## src/rtl/fp_link_master_pkg.sv

```systemverilog
// rtl/fp_link_master_pkg.sv - shared types and constants for the front-panel link master
// Contents:
//   link_state_e      : master FSM states
//   HDR_WRITE/HDR_READ: header bit values sent in the first bit cell
//   PLAY..IDLE        : front-panel command bytes
//   HALF_W/GAP_W      : counter widths sized for the SCK_HALF/GAP_CYC maxima (1023/4095)
package fp_link_master_pkg;

    typedef enum logic [2:0] {
        ST_IDLE,
        ST_HDR,
        ST_WDATA,
        ST_RDATA,
        ST_GAP
    } link_state_e;

    localparam logic HDR_WRITE = 1'b0;
    localparam logic HDR_READ  = 1'b1;

    localparam logic [7:0] PLAY   = 8'h80;
    localparam logic [7:0] STOP   = 8'h60;
    localparam logic [7:0] REWIND = 8'h20;
    localparam logic [7:0] FF     = 8'h40;
    localparam logic [7:0] IDLE   = 8'h08;

    localparam int HALF_W = 10;
    localparam int GAP_W  = 12;

endpackage

```

## src/rtl/fp_link_master_if.sv

```systemverilog
// rtl/fp_link_master_if.sv - command/status handshake and serial pins of the link master
// Signals:
//   cmd_valid/cmd_data/cmd_ready : command byte handshake
//   stat_req                     : level request for a status read
//   stat_valid/stat_data         : status byte result
//   busy                         : master not in IDLE
//   SCK/SDATA_OUT/SDATA_OE       : serial clock and data driven by the master
//   SDATA_IN                     : shared data line as seen by the master
// Modports: master (the link master), slave (the user/drive side).
interface fp_link_master_if;

    logic       cmd_valid;
    logic [7:0] cmd_data;
    logic       cmd_ready;
    logic       stat_req;
    logic       stat_valid;
    logic [7:0] stat_data;
    logic       busy;
    logic       SCK;
    logic       SDATA_OUT;
    logic       SDATA_OE;
    logic       SDATA_IN;

    modport master (
        input  cmd_valid, cmd_data, stat_req, SDATA_IN,
        output cmd_ready, stat_valid, stat_data, busy, SCK, SDATA_OUT, SDATA_OE
    );

    modport slave (
        output cmd_valid, cmd_data, stat_req, SDATA_IN,
        input  cmd_ready, stat_valid, stat_data, busy, SCK, SDATA_OUT, SDATA_OE
    );

endinterface

```

## src/rtl/fp_sck_gen.sv

```systemverilog
// rtl/fp_sck_gen.sv - SCK half-period and bit-cell timer
// Ports:
//   clk, rst_n : clock, asynchronous active-low reset
//   run        : high while a bit cell is in progress; low parks the timer at the
//                start of a high phase
//   fall_stb   : SCK must fall on the next clock edge
//   rise_stb   : SCK must rise on the next clock edge
//   cell_done  : the current bit cell ends on the next clock edge
module fp_sck_gen import fp_link_master_pkg::*; #(
    parameter int SCK_HALF = 100
) (
    input  logic clk,
    input  logic rst_n,
    input  logic run,
    output logic fall_stb,
    output logic rise_stb,
    output logic cell_done
);

    localparam logic [HALF_W-1:0] HALF_LAST = HALF_W'(SCK_HALF - 1);

    logic [HALF_W-1:0] half_cnt;
    logic              low_phase;
    logic              half_end;

    assign half_end  = run && (half_cnt == HALF_LAST);
    assign fall_stb  = half_end && !low_phase;
    assign rise_stb  = half_end && low_phase;
    // A cell always finishes with the return of SCK to high.
    assign cell_done = rise_stb;

    always_ff @(posedge clk or negedge rst_n) begin
        if (!rst_n) begin
            half_cnt  <= '0;
            low_phase <= 1'b0;
        end else if (!run) begin
            half_cnt  <= '0;
            low_phase <= 1'b0;
        end else if (half_cnt == HALF_LAST) begin
            half_cnt  <= '0;
            low_phase <= !low_phase;
        end else begin
            half_cnt <= half_cnt + 1'b1;
        end
    end

endmodule

```

## src/rtl/fp_link_master.sv

```systemverilog
// rtl/fp_link_master.sv - front-panel serial link master (header bit + 8 data bits)
// Ports:
//   PI_CLK   : system clock, rising edge
//   RESET_n  : asynchronous active-low reset
//   bus      : fp_link_master_if.master (command/status handshake and serial pins)
// Each transaction is 9 bit cells (header + 8 data bits) followed by GAP_CYC
// cycles of SCK-high idle. Writes shift out the latched command byte; reads
// turn the line around after the header fall and shift in a status byte.
module fp_link_master import fp_link_master_pkg::*; #(
    parameter int SCK_HALF = 100,
    parameter int GAP_CYC  = 400
) (
    input  logic               PI_CLK,
    input  logic               RESET_n,
    fp_link_master_if.master   bus
);

    localparam logic [GAP_W-1:0] GAP_LAST = GAP_W'(GAP_CYC - 1);

    link_state_e      state;
    logic             cmd_ready_q;
    logic             busy_q;
    logic             sck_q;
    logic             sdo_q;
    logic             oe_q;
    logic             stat_valid_q;
    logic [7:0]       stat_data_q;
    logic [7:0]       shreg;
    logic [2:0]       bit_cnt;
    logic [GAP_W-1:0] gap_cnt;
    logic             hdr_bit;

    logic run;
    logic fall_stb;
    logic rise_stb;
    logic cell_done;

    assign run = (state == ST_HDR) || (state == ST_WDATA) || (state == ST_RDATA);

    fp_sck_gen #(
        .SCK_HALF (SCK_HALF)
    ) u_sck_gen (
        .clk       (PI_CLK),
        .rst_n     (RESET_n),
        .run       (run),
        .fall_stb  (fall_stb),
        .rise_stb  (rise_stb),
        .cell_done (cell_done)
    );

    assign bus.cmd_ready  = cmd_ready_q;
    assign bus.busy       = busy_q;
    assign bus.SCK        = sck_q;
    assign bus.SDATA_OUT  = sdo_q;
    assign bus.SDATA_OE   = oe_q;
    assign bus.stat_valid = stat_valid_q;
    assign bus.stat_data  = stat_data_q;

    always_ff @(posedge PI_CLK or negedge RESET_n) begin
        if (!RESET_n) begin
            state        <= ST_IDLE;
            cmd_ready_q  <= 1'b0;
            busy_q       <= 1'b0;
            sck_q        <= 1'b1;
            sdo_q        <= 1'b0;
            oe_q         <= 1'b0;
            stat_valid_q <= 1'b0;
            stat_data_q  <= 8'h00;
            shreg        <= 8'h00;
            bit_cnt      <= 3'd0;
            gap_cnt      <= '0;
            hdr_bit      <= HDR_WRITE;
        end else begin
            stat_valid_q <= 1'b0;
            if (fall_stb) sck_q <= 1'b0;
            if (rise_stb) sck_q <= 1'b1;

            case (state)
                ST_IDLE: begin
                    cmd_ready_q <= 1'b1;
                    // Gating on cmd_ready_q keeps the first cycle after reset
                    // release from accepting anything.
                    if (cmd_ready_q && bus.cmd_valid) begin
                        state       <= ST_HDR;
                        cmd_ready_q <= 1'b0;
                        busy_q      <= 1'b1;
                        hdr_bit     <= HDR_WRITE;
                        shreg       <= bus.cmd_data;
                        oe_q        <= 1'b1;
                        sdo_q       <= HDR_WRITE;
                    end else if (cmd_ready_q && bus.stat_req) begin
                        state       <= ST_HDR;
                        cmd_ready_q <= 1'b0;
                        busy_q      <= 1'b1;
                        hdr_bit     <= HDR_READ;
                        oe_q        <= 1'b1;
                        sdo_q       <= HDR_READ;
                    end
                end

                ST_HDR: begin
                    // Release the line as the drive samples the read header,
                    // so it can start driving data in the low phase.
                    if (fall_stb && hdr_bit == HDR_READ) oe_q <= 1'b0;
                    if (cell_done) begin
                        bit_cnt <= 3'd0;
                        if (hdr_bit == HDR_READ) begin
                            state <= ST_RDATA;
                        end else begin
                            state <= ST_WDATA;
                            sdo_q <= shreg[7];
                            shreg <= {shreg[6:0], 1'b0};
                        end
                    end
                end

                ST_WDATA: begin
                    if (cell_done) begin
                        if (bit_cnt == 3'd7) begin
                            state   <= ST_GAP;
                            gap_cnt <= '0;
                            oe_q    <= 1'b0;
                            sdo_q   <= 1'b0;
                        end else begin
                            bit_cnt <= bit_cnt + 3'd1;
                            sdo_q   <= shreg[7];
                            shreg   <= {shreg[6:0], 1'b0};
                        end
                    end
                end

                ST_RDATA: begin
                    if (cell_done) begin
                        shreg <= {shreg[6:0], bus.SDATA_IN};
                        if (bit_cnt == 3'd7) begin
                            stat_data_q  <= {shreg[6:0], bus.SDATA_IN};
                            stat_valid_q <= 1'b1;
                            state        <= ST_GAP;
                            gap_cnt      <= '0;
                            sdo_q        <= 1'b0;
                        end else begin
                            bit_cnt <= bit_cnt + 3'd1;
                        end
                    end
                end

                ST_GAP: begin
                    if (gap_cnt == GAP_LAST) begin
                        state       <= ST_IDLE;
                        busy_q      <= 1'b0;
                        cmd_ready_q <= 1'b1;
                    end else begin
                        gap_cnt <= gap_cnt + 1'b1;
                    end
                end

                default: begin
                    state <= ST_IDLE;
                end
            endcase
        end
    end

endmodule

```

## src/flat_wrapper.sv

```systemverilog
// flat-port wrapper written by rule: the top's interface ports become plain ports
module fp_link_master_flat import fp_link_master_pkg::*;
#(
    parameter int SCK_HALF = 100,
    parameter int GAP_CYC  = 400
)
  (PI_CLK, RESET_n, bus_cmd_valid, bus_cmd_data, bus_stat_req, bus_SDATA_IN, bus_cmd_ready, bus_stat_valid, bus_stat_data, bus_busy, bus_SCK, bus_SDATA_OUT, bus_SDATA_OE);
  fp_link_master_if bus_i ();
  input  logic PI_CLK;
  input  logic RESET_n;
  input wire logic [$bits(bus_i.cmd_valid)-1:0] bus_cmd_valid;
  input wire logic [$bits(bus_i.cmd_data)-1:0] bus_cmd_data;
  input wire logic [$bits(bus_i.stat_req)-1:0] bus_stat_req;
  input wire logic [$bits(bus_i.SDATA_IN)-1:0] bus_SDATA_IN;
  output wire logic [$bits(bus_i.cmd_ready)-1:0] bus_cmd_ready;
  output wire logic [$bits(bus_i.stat_valid)-1:0] bus_stat_valid;
  output wire logic [$bits(bus_i.stat_data)-1:0] bus_stat_data;
  output wire logic [$bits(bus_i.busy)-1:0] bus_busy;
  output wire logic [$bits(bus_i.SCK)-1:0] bus_SCK;
  output wire logic [$bits(bus_i.SDATA_OUT)-1:0] bus_SDATA_OUT;
  output wire logic [$bits(bus_i.SDATA_OE)-1:0] bus_SDATA_OE;
  assign bus_i.cmd_valid = bus_cmd_valid;
  assign bus_i.cmd_data = bus_cmd_data;
  assign bus_i.stat_req = bus_stat_req;
  assign bus_i.SDATA_IN = bus_SDATA_IN;
  assign bus_cmd_ready = bus_i.cmd_ready;
  assign bus_stat_valid = bus_i.stat_valid;
  assign bus_stat_data = bus_i.stat_data;
  assign bus_busy = bus_i.busy;
  assign bus_SCK = bus_i.SCK;
  assign bus_SDATA_OUT = bus_i.SDATA_OUT;
  assign bus_SDATA_OE = bus_i.SDATA_OE;
  fp_link_master #(.SCK_HALF(SCK_HALF), .GAP_CYC(GAP_CYC)) u_core (.PI_CLK(PI_CLK), .RESET_n(RESET_n), .bus(bus_i));
endmodule
```

## config.mk

```make
export PLATFORM = sky130hd
export DESIGN_NAME = fp_link_master_flat
export DESIGN_NICKNAME = d
export VERILOG_FILES = /design/src/rtl/fp_link_master_pkg.sv /design/src/rtl/fp_link_master_if.sv /design/src/rtl/fp_sck_gen.sv /design/src/rtl/fp_link_master.sv /design/src/flat_wrapper.sv
export SDC_FILE = /design/constraint.sdc
export NUM_CORES = 1
export LEC_CHECK = 0
export ABC_AREA = 1
export ABC_CLOCK_PERIOD_IN_PS = 2400
export CAP_MARGIN = 15
export CORE_MARGIN = 2
export CORE_UTILIZATION = 55
export DETAILED_ROUTE_END_ITERATION = 12
export PLACE_DENSITY = 0.86
export SETUP_SLACK_MARGIN = 0.2
export SLEW_MARGIN = 5
export SYNTH_ARGS = -nofsm -noshare
export SYNTH_HDL_FRONTEND = slang
export SYNTH_SLANG_ARGS = --single-unit
```

## constraint.sdc

```tcl
create_clock -name PI_CLK -period 2.4 [get_ports PI_CLK]
set_input_delay 0.24 -clock PI_CLK [delete_from_list [all_inputs] [get_ports PI_CLK]]
set_output_delay 0.24 -clock PI_CLK [all_outputs]
set_load 0.01 [all_outputs]
```

# Yosys cells after proc, flatten, opt, wreduce, memory -nomap -nowiden

Cells that the tools add are included.
W data, S select, Z words.

Input port bits: 13
Memories: 0
Word-level logic and storage cells: 118
Latch bits: 0
Bits in writable memories: 0
ROM bits: 0
Output and inout bits: 14
Register bits after elaboration: 52

Reductions and logical operators: 28
Order comparisons: 0
Multiplexer cells: 50
Div/mod/pow operators: 0
Multiply operators: 0
Shift-type cells: 0
Eq/ne operators: 23
Bitwise gates (word level): 0
Add/subtract/negate cells: 3

Operators with widths:

| cell                    | count |
|---|---|
| $mux W8                 | 6 |
| $mux W12                | 3 |
| $pmux W8 S4             | 1 |
| $mux W3                 | 9 |
| $pmux W12 S2            | 1 |
| $mux W1                 | 22 |
| $mux W10                | 2 |
| $ne A2 B1 Y1 const B    | 8 |
| $ne A2 B2 Y1 const B    | 7 |
| $reduce_and A7 Y1       | 2 |
| $add A12 B1 Y12 const B | 1 |
| $eq A12 B9 Y1 const B   | 1 |
| $pmux W3 S4             | 1 |
| $add A10 B1 Y10 const B | 1 |
| $eq A10 B7 Y1 const B   | 1 |
| $reduce_and A5 Y1       | 2 |
| $reduce_bool A2 Y1      | 5 |
| $reduce_and A4 Y1       | 2 |
| $eq A3 B2 Y1 const B    | 2 |
| $eq A3 B3 Y1 const B    | 2 |
| $logic_and A1 B1 Y1     | 6 |
| $pmux W3 S2             | 1 |
| $reduce_and A3 Y1       | 2 |
| $pmux W1 S2             | 2 |
| 12 further kinds        | 14 |

# Logic depth before layout (Yosys ltp)

Gate-level depths: netlist of the first run.

Word-level depth: 8
Mapped depth: 11
Depth with buffers taken out: 10

# Modules after synthesis

Synthesis of the first run repeated with hierarchy kept, for this count alone.

Cells, all modules: 372
Area total of the unflattened synthesis: 2859.0 um^2

Modules (own cells, without submodules):

| module         | sequential area each (um^2) | area an instance (um^2) | times used | cells each |
|---|---|---|---|---|
| fp_link_master | 1027.2                      | 2222.1                  | 1          | 293 |
| fp_sck_gen     | 275.3                       | 636.9                   | 1          | 79 |

# Least setup slack after synthesis of the first run

Ideal clock, no wire load.

Path type: register to register
From: reg u_core.u_sck_gen.half_cnt[0]
To: reg u_core.gap_cnt[5]
Cell stages (with the launch flop): 12
Data arrival time: 1.433 ns
Period minus slack after synthesis: 1.552 ns
Data required time: 2.281 ns
Setup slack: 0.848 ns
Library setup time: 0.119 ns
Buffers on the path: 1
Path through: dfrtp_1 -> ha_1 -> inv_2 -> nor2_2 -> nand2_2 -> nor2_4 -> nand4_4 -> nand2_4 -> nand2_4 -> buf_6 -> nand2_1 -> o21ai_2

Longest elaborated chain between the ends: 5

Ends and longest elaborated chain:

| element                            | RTL line              | RTL |
|---|---|---|
| from (decl)                        | fp_sck_gen.sv:22      | `logic [HALF_W-1:0] half_cnt;` |
| from (signal assigned)             | fp_sck_gen.sv:43      | `half_cnt <= half_cnt + 1'b1;` |
| $eq A10 B7 Y1                      | fp_sck_gen.sv:26      | `assign half_end = run && (half_cnt == HALF_LAST);` |
| $logic_and A1 B1 Y1                | fp_sck_gen.sv:26      |  |
| $logic_and A1 B1 Y1                | fp_sck_gen.sv:28      | `assign rise_stb = half_end && low_phase;` |
| $ne A2 B1 Y1 (no source line)      | n/a                   |  |
| $reduce_and A4 Y1 (no source line) | n/a                   |  |
| to (signal assigned)               | fp_link_master.sv:153 | `gap_cnt <= gap_cnt + 1'b1;` |
| to (decl)                          | fp_link_master.sv:30  | `logic [GAP_W-1:0] gap_cnt;` |

No other way between the ends.
A chain may end at the register's enable or synchronous reset.

# Worst setup path after layout of the first run

From: reg u_core.state[0]
To: reg u_core.shreg[5]

Longest elaborated chain between the ends: 7
Elaborated cells on any way between the ends: 17
Classes of those cells: 9 x eq/ne; 1 x mux; 7 x reduce/logical

Ends and longest elaborated chain:

| element                                      | RTL line                                   | RTL |
|---|---|---|
| from (decl)                                  | fp_link_master.sv:20                       | `link_state_e state;` |
| from (signal assigned)                       | fp_link_master.sv:61                       | `state <= ST_IDLE;` |
| from (signal assigned)                       | fp_link_master.sv:84                       | `state <= ST_HDR;` |
| from (signal assigned)                       | fp_link_master.sv:92                       | `state <= ST_HDR;` |
| $eq A3 B1 Y1 or $eq A3 B2 Y1 (tied branches) | fp_link_master.sv:38, fp_link_master.sv:78 |  |
| $logic_or A1 B1 Y1 (2 in a row)              | fp_link_master.sv:38                       | `assign run = (state == ST_HDR) \|\| (state == ST_WDATA) \|\| (state == ST_RDATA);` |
| $logic_and A1 B1 Y1                          | fp_sck_gen.sv:26                           |  |
| $logic_and A1 B1 Y1                          | fp_sck_gen.sv:28                           |  |
| $ne A2 B1 Y1 (no source line)                | n/a                                        |  |
| $reduce_and A7 Y1 (no source line)           | n/a                                        |  |
| to (signal assigned)                         | fp_link_master.sv:88                       | `shreg <= bus.cmd_data;` |
| to (signal assigned)                         | fp_link_master.sv:112                      | `shreg <= {shreg[6:0], 1'b0};` |
| to (signal assigned)                         | fp_link_master.sv:127                      | `shreg <= {shreg[6:0], 1'b0};` |
| to (decl)                                    | fp_link_master.sv:28                       | `logic [7:0] shreg;` |

Parallel ways exist; a longest one is shown, timed or not.

==> results of run 1 <==
==> worst paths after layout <==
check	start	end	slack [ns]	depth (start not counted)
max	u_core.state[0]	u_core.shreg[5]	0.44	7
min	RESET_n	u_core.u_sck_gen.half_cnt[4]	0.06	1
max reg2reg	u_core.state[0]	u_core.shreg[5]	0.44	7
min reg2reg	u_core.u_sck_gen.half_cnt[0]	u_core.u_sck_gen.half_cnt[0]	0.47	1
max in group asynchronous	RESET_n	u_core.shreg[5]	1.65	2
min in group PI_CLK	u_core.u_sck_gen.half_cnt[0]	u_core.u_sck_gen.half_cnt[0]	0.47	1
==> power by group through the flow <==
| stage | sequential, mW | combinational, mW | clock (mW) |
|---|---|---|---|
| after floorplan | 0.893 | 0.00170 | 0 |
| after global placement | 0.893 | 0.0397 | 0 |
| after detailed placement | 0.893 | 0.0393 | 0 |
| after CTS | 0.875 | 0.0394 | 0.655 |
| after global routing | 0.876 | 0.0437 | 0.692 |
| final | 0.875 | 0.0381 | 0.648 |
==> logic make-up after synthesis <==
family                     after synthesis  synth area share [%]
AOI/OAI and AO/OA                       50                 11.39
buffers and inverters                   41                 6.528
adders and majority gates                4                 1.801
and+or+nand+nor                        161                 28.64
DFF                                     52                 46.87
xor gates and xnor gates                 6                 1.891
muxes                                    8                 2.882
==> worst register-to-register path, cell delays in order (launching register included) <==
cell and delay, ns:
dfrtp_1 0.46, nor2_2 0.10, nor2_4 0.38, nand4_1 0.29, nand2_2 0.17, nand3_4 0.21
nand2_1 0.18, o21ai_2 0.07
==> area by class of cell <==
cell class	instances	area [µm²]	share of cell area [%]
clock buffers	7	96.34	3.005
flip-flops and latches	52	1303	40.63
repair buffers	27	262.8	8.197
inverters	36	135.1	4.215
well taps	67	83.83	2.615
multi-input cells	229	1295	40.40
clock inverters	1	30.03	0.9368
==> metal layers <==
metal / routed length [µm] / GRT usage [%]
met1: 2742 / 32.81
met2: 2851 / 36.84
met3: 249 / 4.418
met4: 117 / 9.325
met5: 0 / 0
==> registers in the layout, indices dropped and copies added, names as in the netlist <==
signal                      cells
u_core.bus.cmd_ready            1
u_core.u_sck_gen.low_phase      1
u_core.bus.SDATA_OE             1
u_core.bus.SDATA_OUT            1
u_core.bus.busy                 1
u_core.hdr_bit                  1
u_core.shreg                    8
u_core.bus.stat_data            8
u_core.bus.SCK                  1
u_core.state                    3
u_core.bus.stat_valid           1
u_core.gap_cnt                 12
u_core.u_sck_gen.half_cnt      10
u_core.bit_cnt                  3
==> stage by stage <==
step	utilization (%)	std cells	area [µm²]	power, mW	hold WS, ns
final	66.98	419	3206	1.562	0.05911
after global routing	66.98	419	3206	1.611	0.1324
after CTS	66.98	419	3206	1.570	0.08687
after detailed placement	64.34	411	3079	0.9320	0.4174
after global placement	64.34	411	3079	0.9324	0.4197
after floorplan	-	322	2779	0.8947	-0.05559
==> cell usage in the layout (no fill, tap or decap), types with 2 or more instances in the layout <==
| master | netlist | final |
|---|---|---|
| nor3_1 | 9 | 9 |
| xnor2_1 | 2 | 2 |
| inv_1 | 27 | 27 |
| nand3_1 | 22 | 22 |
| clkbuf_8 | 0 | 7 |
| dfrtp_1 | 51 | 51 |
| clkdlybuf4s50_1 | 0 | 25 |
| inv_2 | 9 | 9 |
| nand2_2 | 6 | 6 |
| o21ai_0 | 15 | 15 |
| nand3_4 | 2 | 2 |
| nand2_4 | 2 | 2 |
| nor2_1 | 25 | 25 |
| nand4_1 | 7 | 7 |
| o21ai_1 | 6 | 6 |
| nor2_2 | 7 | 7 |
| nand2_1 | 73 | 73 |
| ha_1 | 4 | 4 |
| mux2i_1 | 8 | 8 |
| nor3_2 | 2 | 2 |
| a21oi_1 | 10 | 10 |
| o21ai_2 | 13 | 13 |
| nor2_4 | 2 | 2 |
| xor2_1 | 4 | 4 |
==> metrics.txt, run 1 <==
num ports 27; final period utilization 81.55%; cell count after synthesis 322; syn nets 339; worst vdd ir 425.1 µV; Min-Delay Path Class input port to asynchronous set/reset pin; Distinct cells, synth 36; Layout Skew 0.005552 ns; clock buffer depth 2; Combinational Power Share 2.4%; Core ar. 4786 µm²; worst skew pair latency 0.30 ns; clock network power share 41.5%; most frequent cell after synthesis nand2_1; Slew HR 40.39%; largest area contributor in the netlist dfrtp_1; Yosys top cell area share 45.93%; NetSw 0.3006 mW; DIE WIDTH 75.08 µm; routed wire length 5961 µm; row count 25; Critical Path Fanout Max 16; number of global-route vias before repair 2,194; CP max stage delay 0.46 ns; Initial Utilization 58.07%; Bufs and invs on worst path 0; TritonCTS clock tree yes; gr usage total 23.64%; Residual DRC 0; Root Buffer clkbuf_8; die height 75.08 µm; Arrival @ worst endpoint 2.15 ns; final layout net count 368; post-detail-place hpwl 4466 µm; Congestion Overflow GR 0; Switching Fraction 19.24%; Vias 2,301; Setup WS pre-CTS 0.5296 ns; Mapped Area 2779 µm²; largest net degree at the start of global routing 43; Final Hold Viols 0; starting DRC count in detailed routing 174; ranking of synthesized cells by area dfrtp_1, nand2_1, o21ai_2, nand3_1, inv_1; crit path kind flip-flop to flip-flop; share of cells above drive strength 1 16.19%; Num CTS Buffers 5; status completed; synthesis-to-layout area growth 15.35%; Worst Path Required 2.59 ns; Sequential Power Share 56.0%; Post-synth top cells nand2_1, dfrtp_1, inv_1, nor2_1, nand3_1; Reg clk slew, reported paths 0.09 ns; Pre-Repair DR Iteration Count 4; number of vias per cell 5.492; setup violators final 0; internal power 1.261 mW; Leak Pwr 1.549 nW; crit path cell chain nor2_2 -> nor2_4 -> nand4_1 -> nand2_2 -> nand3_4 -> nand2_1 -> o21ai_2; startpoint class of the critical path flip-flop; antenna violation net count after detailed routing 0; drt wl/cell 14.23 µm; number of synthesized register bits 52; Post CTS Setup Buffer Count 0; die area 5637 µm²; ys flop type dfrtp_1; antenna diode count 0; initial antenna violation count 0; post-route worst setup slack 0.4427 ns; IO Port Bufs 26; # Max-Cap Violations 0; total number of yosys warnings 0; Hold Buf Count CTS 0; global-route wire length before repair 10,030 µm; Peak Freq 0.5109 GHz; Tmin final 1.957 ns; Synth async-reset ratio 100.0%; setup tns final 0 ns; Cell Pwr Density 487.2 nW/µm²; H-tree Lvls 2; fillers 401; Worst Tran Pin Value 0.8941 ns; sequential element share of the synthesized area 46.87%; RSZ-0062 raised after global routing no; capturing element type of the critical path flip-flop; Mean Syn Cell Area 8.630 µm²; CTS sink count 52; CP top delay family simple AND/OR/NAND/NOR gates; Final Max Slew Viols 0; Placer Congestion 0.9087; Resize count post-CTS 0; crit path max-delay cell type dfrtp_1; EDFF count, synth 0
Note: power is estimated with default switching activity, not from simulation.
==> inputs of run 2 (changes only) <==
Settings changed: ABC_CLOCK_PERIOD_IN_PS 2400 to 1800, CORE_UTILIZATION 55 to 51, PLACE_DENSITY 0.86 to 0.84.
Clock period 2.4 ns to 1.8 ns, I/O delays scaled along.
==> metrics.txt, run 2 (synthesis gave the netlist of run 1 again) <==
status completed; Worst Tran Pin Value 0.5529 ns (-0.3413 ns); antenna diode count 0 (unchanged); CTS sink count 52 (unchanged); Crit path top cell by count nand2_2; Residual DRC 0 (unchanged); crit path cell chain ha_4 -> inv_2 -> nor3_1 -> nand4_1 -> nand2_2 -> nand3_4 -> nand2_2 -> o21ai_2; FF-to-FF setup slack 0.11 ns (-0.33 ns); Sequential Power Share 61.9% (+5.9 points); Arrival @ worst endpoint 1.90 ns (-0.25 ns); share of cells above drive strength 1 25.94% (+9.7 points); IO Port Bufs 26 (unchanged); Reg clk slew, reported paths 0.10 ns (about the same); RSZ-0062 raised after global routing yes; final cell count without fillers 444 (+6.0%); routed wire length 6235 µm (+4.6%); row count 26 (+4.0%); TritonCTS clock tree yes; Pre-Repair DR Iteration Count 5 (+1); largest net degree at the start of global routing 33 (-23%); Final Max Slew Viols 0 (unchanged); clock buffer depth 2 (unchanged); H-tree Lvls 2 (unchanged); Combinational Power Share 3.1% (+0.7 points); drt wl/cell 14.04 µm (-1.3%); number of vias per cell 5.320 (-3.1%); worst skew pair latency 0.31 ns (about the same); die height 77.82 µm (+3.6%); DIE WIDTH 77.82 µm (+3.6%); crit path max-delay cell type dfrtp_1; most frequent cells in the layout nand2_1, dfrtp_1, inv_1, clkdlybuf4s50_1, nor2_1; internal power 1.472 mW (+17%); Tmin final 1.689 ns (-0.2684 ns); number of global-route vias before repair 2,301 (+4.9%); Initial Utilization 53.73% (-4.3 points); gr usage total 21.34% (-2.3 points); clock network power share 35.1% (-6.4 points); Cell Pwr Density 541.7 nW/µm² (+11%); final period utilization 93.82% (+12 points); startpoint class of the critical path flip-flop; initial antenna violation count 0 (unchanged); Final Hold Viols 0 (unchanged); Core ar. 5172 µm² (+8.1%); NetSw 0.4138 mW (+38%); Pwr Total 1.886 mW (+21%); capturing element type of the critical path flip-flop; final layout net count 390 (+6.0%); Worst Path Required 2.01 ns (-0.58 ns); setup violators final 0 (unchanged); post-detail-place hpwl 4079 µm (-8.7%); Bufs and invs on worst path 1 (+1); Critical Path Fanout Max 8 (-8); Largest Register u_core.gap_cnt; max reg flops 12 (unchanged); Slew HR 62.86% (+22 points); crit path kind flip-flop to flip-flop; commonest non-fill, non-tap cell in the layout nand2_1; Num CTS Buffers 5 (unchanged); antenna violation net count after detailed routing 0 (unchanged); # Max-Cap Violations 0 (unchanged); Vias 2,362 (+2.7%); num ports 27 (unchanged); Leak Pwr 1.633 nW (+5.4%); Congestion Overflow GR 0 (unchanged); Switching Fraction 21.94% (+2.7 points); die area 6055 µm² (+7.4%); Peak Freq 0.5921 GHz (+16%); Layout Skew 0.008456 ns (+0.002904 ns); CP max stage delay 0.40 ns (-0.06 ns); CP top delay family simple AND/OR/NAND/NOR gates; Min-Delay Path Class input port to asynchronous set/reset pin; worst vdd ir 255.7 µV (-40%); Placer Congestion 0.9179 (+1.0%); fillers 370 (-7.7%); Top Registers u_core.gap_cnt x12, u_core.u_sck_gen.half_cnt x10; Cells after DPL 419 (+1.9%); setup tns final 0 ns (unchanged); Root Buffer clkbuf_8; starting DRC count in detailed routing 148 (-15%); global-route wire length before repair 10,330 µm (+3.0%); synthesis-to-layout area growth 25.30%
## run 2: cell count changes in the layout (fill, tap and decap cells not counted), moves of 4 or more
cell / change
dfrtp_1: -4
dfrtp_2: +4
nor2_4: +5
buf_4: +17
nand2_1: -6
nand2_2: +5
## run 2: power groups by stage
stage                     registers, mW  clock network (mW)  logic, mW
final                              1.17               0.661     0.0579
after global routing               1.17               0.729     0.0664
after CTS                          1.17               0.688     0.0598
after detailed placement           1.19                   0     0.0576
after global placement             1.19                   0     0.0562
after floorplan                    1.19                   0    0.00227
## run 2: final cells by class
class,count,area [µm²],area share (%)
Clock buffer,6,72.57,2.084
Multi-Input combinational cell,231,1426,40.96
Tap cell,70,87.58,2.515
Timing Repair Buffer,47,431.7,12.40
Sequential cell,52,1308,37.55
Inverter,36,140.1,4.024
Clock inverter,2,16.27,0.4671
## run 2: stage by stage
stage / util, % / worst slack, ns / hold slack, ns / instance area, µm²
detailed placement: 60.57 / 0.03109 / 0.1690 / 3133
CTS: 64.66 / 0.1834 / 0.3774 / 3344
finish: 67.32 / 0.1112 / 0.3646 / 3482
floorplan: - / 0.2480 / -0.1156 / 2779
global placement: 60.57 / 0.09648 / 0.1652 / 3133
global route: 67.32 / 0.06570 / 0.4431 / 3482
## run 2: what timing repair did
action	CTS	global route
gates resized for setup	9	27
pin swaps	3	6
hold endpoints to repair	20	0
buffers inserted	7	7
setup endpoints to repair	32	44
hold buffers	1	0
cloned	1	1
## run 2: layer usage
layer	part of all wire, %	vias to the layer above	GRT usage, %
met5	0	-	0
met4	0.80	0	7.679
met3	3.9	6	4.535
met2	52	58	34.91
met1	43	1132	27.98
li1	-	1166	-
## run 2: worst reg2reg max path: stages, from the launching register on
cell and delay (ns):
dfrtp_1 0.40, ha_4 0.17, inv_2 0.05, nor3_1 0.16
nand4_1 0.24, nand2_2 0.23, nand3_4 0.18, nand2_2 0.12
o21ai_2 0.05
## run 2: worst paths after layout
check,from,end,depth (start not counted)
worst max-delay path,u_core.u_sck_gen.half_cnt[0],u_core.shreg[5],8
worst min-delay path,RESET_n,u_core.u_sck_gen.half_cnt[5],2
worst max register to register,u_core.u_sck_gen.half_cnt[0],u_core.shreg[5],8
worst min register to register,u_core.bit_cnt[0],u_core.bit_cnt[0],1
max in group asynchronous,RESET_n,u_core.bus.SCK,3
min in group PI_CLK,bus_SDATA_IN,u_core.bus.stat_data[0],3
==> inputs of run 3 (changes only) <==
Settings changed: CORE_MARGIN 2 to 8, GPL_TIMING_DRIVEN set to 1.
==> metrics.txt, run 3 (synthesis gave the netlist of run 1 again) <==
# Max-Cap Violations 0 (unchanged); final cell count without fillers 456 (+2.7%); Placed Area 3136 µm² (about the same); Vias 2,652 (+12%); Core ar. 5371 µm² (+3.8%); most frequent cells in the layout nand2_1, dfrtp_1, buf_4, inv_1, clkdlybuf4s50_1; Top Registers u_core.gap_cnt x12, u_core.u_sck_gen.half_cnt x10; Final Hold Viols 0 (unchanged); setup violators final 0 (unchanged); commonest non-fill, non-tap cell in the layout nand2_1; clock buffer depth 2 (unchanged); CTS sink count 52 (unchanged); status completed; DIE WIDTH 89.82 µm (+15%); Bufs and invs on worst path 1 (unchanged); Slew HR 61.15% (-1.7 points); Peak Freq 0.5710 GHz (-3.6%); crit path max-delay cell type dfrtp_1; antenna violation net count after detailed routing 0 (unchanged); H-tree Lvls 2 (unchanged); starting DRC count in detailed routing 387 (+160%); Finished Cell Area 3687 µm² (+5.9%); RSZ-0062 raised after global routing yes; CP max stage delay 0.41 ns (about the same); TritonCTS clock tree yes; die area 8067 µm² (+33%); Min-Delay Path Class input port to asynchronous set/reset pin; CP top delay family simple AND/OR/NAND/NOR gates; final period utilization 97.29% (+3.5 points); Layout Skew 0.007624 ns (-0.0008318 ns); number of vias per cell 5.816 (+9.3%); row count 27 (+3.8%); initial antenna violation count 0 (unchanged); fillers 355 (-4.1%); largest net degree at the start of global routing 32 (-3.0%); Initial Utilization 51.74% (-2.0 points); crit path kind flip-flop to flip-flop; Cell Pwr Density 585.2 nW/µm² (+8.0%); routed wire length 7859 µm (+26%); max reg flops 12 (unchanged); Placer Congestion 0.9148 (-0.34%); Cells after DPL 421 (+0.48%); die height 89.82 µm (+15%); drt wl/cell 17.23 µm (+23%); Residual DRC 0 (unchanged); synthesis-to-layout area growth 32.69%; Congestion Overflow GR 0 (unchanged); antenna diode count 0 (unchanged); global-route wire length before repair 12,020 µm (+16%); gr usage total 17.63% (-3.7 points); Leak Pwr 1.728 nW (+5.8%); crit path cell chain nor2_2 -> nand2_2 -> nor2_2 -> nand4_1 -> nand2_2 -> buf_4 -> nand3_1 -> nand2_1 -> o21ai_0; num ports 27 (unchanged); Largest Register u_core.gap_cnt; Tmin final 1.751 ns (+0.06238 ns); Num CTS Buffers 5 (unchanged); IO Port Bufs 26 (unchanged); final layout net count 401 (+2.8%); startpoint class of the critical path flip-flop; Critical Path Fanout Max 3 (-5); Arrival @ worst endpoint 1.94 ns (+0.04 ns); Pre-Repair DR Iteration Count 6 (+1); Worst Tran Pin Value 0.5783 ns (+0.02544 ns); Reg clk slew, reported paths 0.09 ns (about the same); capturing element type of the critical path flip-flop; Final Max Slew Viols 0 (unchanged); Worst Path Required 1.99 ns (-0.02 ns); post-detail-place hpwl 4450 µm (+9.1%); worst vdd ir 367.3 µV (+44%); worst skew pair latency 0.30 ns (about the same); share of cells above drive strength 1 32.03% (+6.1 points); Root Buffer clkbuf_8; number of global-route vias before repair 2,621 (+14%)
run 3: changes by cell type in the layout (fill, tap and decap cells not counted), sizes merged:
cell | before | now
clkinvlp | 1 | 0
clkinv | 1 | 0
clkbuf | 6 | 5
bufinv | 0 | 2
nand2 | 82 | 81
buf | 21 | 33
run 3: timing repair:
action	CTS	global route
endpoints found under the setup margin	37	49
endpoints found under the hold margin	21	0
resized for setup	19	43
hold buffers	1	0
pin swaps	9	22
setup buffers	15	11
cloned	1	0
run 3: routing by layer:
metal,wire (µm),GRT usage [%]
met1,2999,20.18
met2,4022,30.37
met3,554,3.990
met4,283,8.322
met5,0,0
run 3: power by group:
part | total [mW] | internal (mW) | switching (mW)
clock network | 0.933 | 0.547 | 0.385
logic | 0.0579 | 0.0283 | 0.0296
registers | 1.17 | 1.17 | 0
total | 2.16 | 1.74 | 0.415
run 3: path summary, 6_finish.rpt:
check                                              from                      endpoint  slack [ns]  depth (start not counted)
min in group PI_CLK                   u_core.bit_cnt[0]             u_core.bit_cnt[0]        0.50                          1
max reg2reg                u_core.u_sck_gen.half_cnt[7]          u_core.bus.SDATA_OUT        0.05                          9
max                        u_core.u_sck_gen.half_cnt[7]          u_core.bus.SDATA_OUT        0.05                          9
max in group asynchronous                       RESET_n                u_core.bus.SCK        0.84                          3
min reg2reg                           u_core.bit_cnt[0]             u_core.bit_cnt[0]        0.50                          1
min                                             RESET_n  u_core.u_sck_gen.half_cnt[4]        0.37                          2
run 3: final cells by class:
type                            instances  area (µm²)  share of cell area, %
Tap cell                               72       90.09                  2.443
Timing Repair Buffer                   59       529.3                  14.35
Inverter                               36       142.6                  3.868
Sequential cell                        52        1308                  35.46
Clock inverter                          2       60.06                  1.629
Multi-Input combinational cell        230        1489                  40.38
Clock buffer                            5       68.82                  1.866
run 3: through the flow:
| step | TNS, ns | power, mW | worst slack, ns | utilization (%) | hold slack [ns] |
|---|---|---|---|---|---|
| 2_1_floorplan | 0 | 1.193 | 0.2480 | - | -0.1156 |
| 3_3_place_gp | 0 | 1.246 | 0.08404 | 58.37 | 0.1659 |
| 3_5_place_dp | 0 | 1.247 | 0.01532 | 58.37 | 0.1758 |
| 4_1_cts | 0 | 2.159 | 0.2006 | 64.59 | 0.3950 |
| 5_1_grt | -0.1701 | 2.215 | -0.09721 | 68.65 | 0.4326 |
| 6_report | 0 | 2.158 | 0.04878 | 68.65 | 0.3690 |
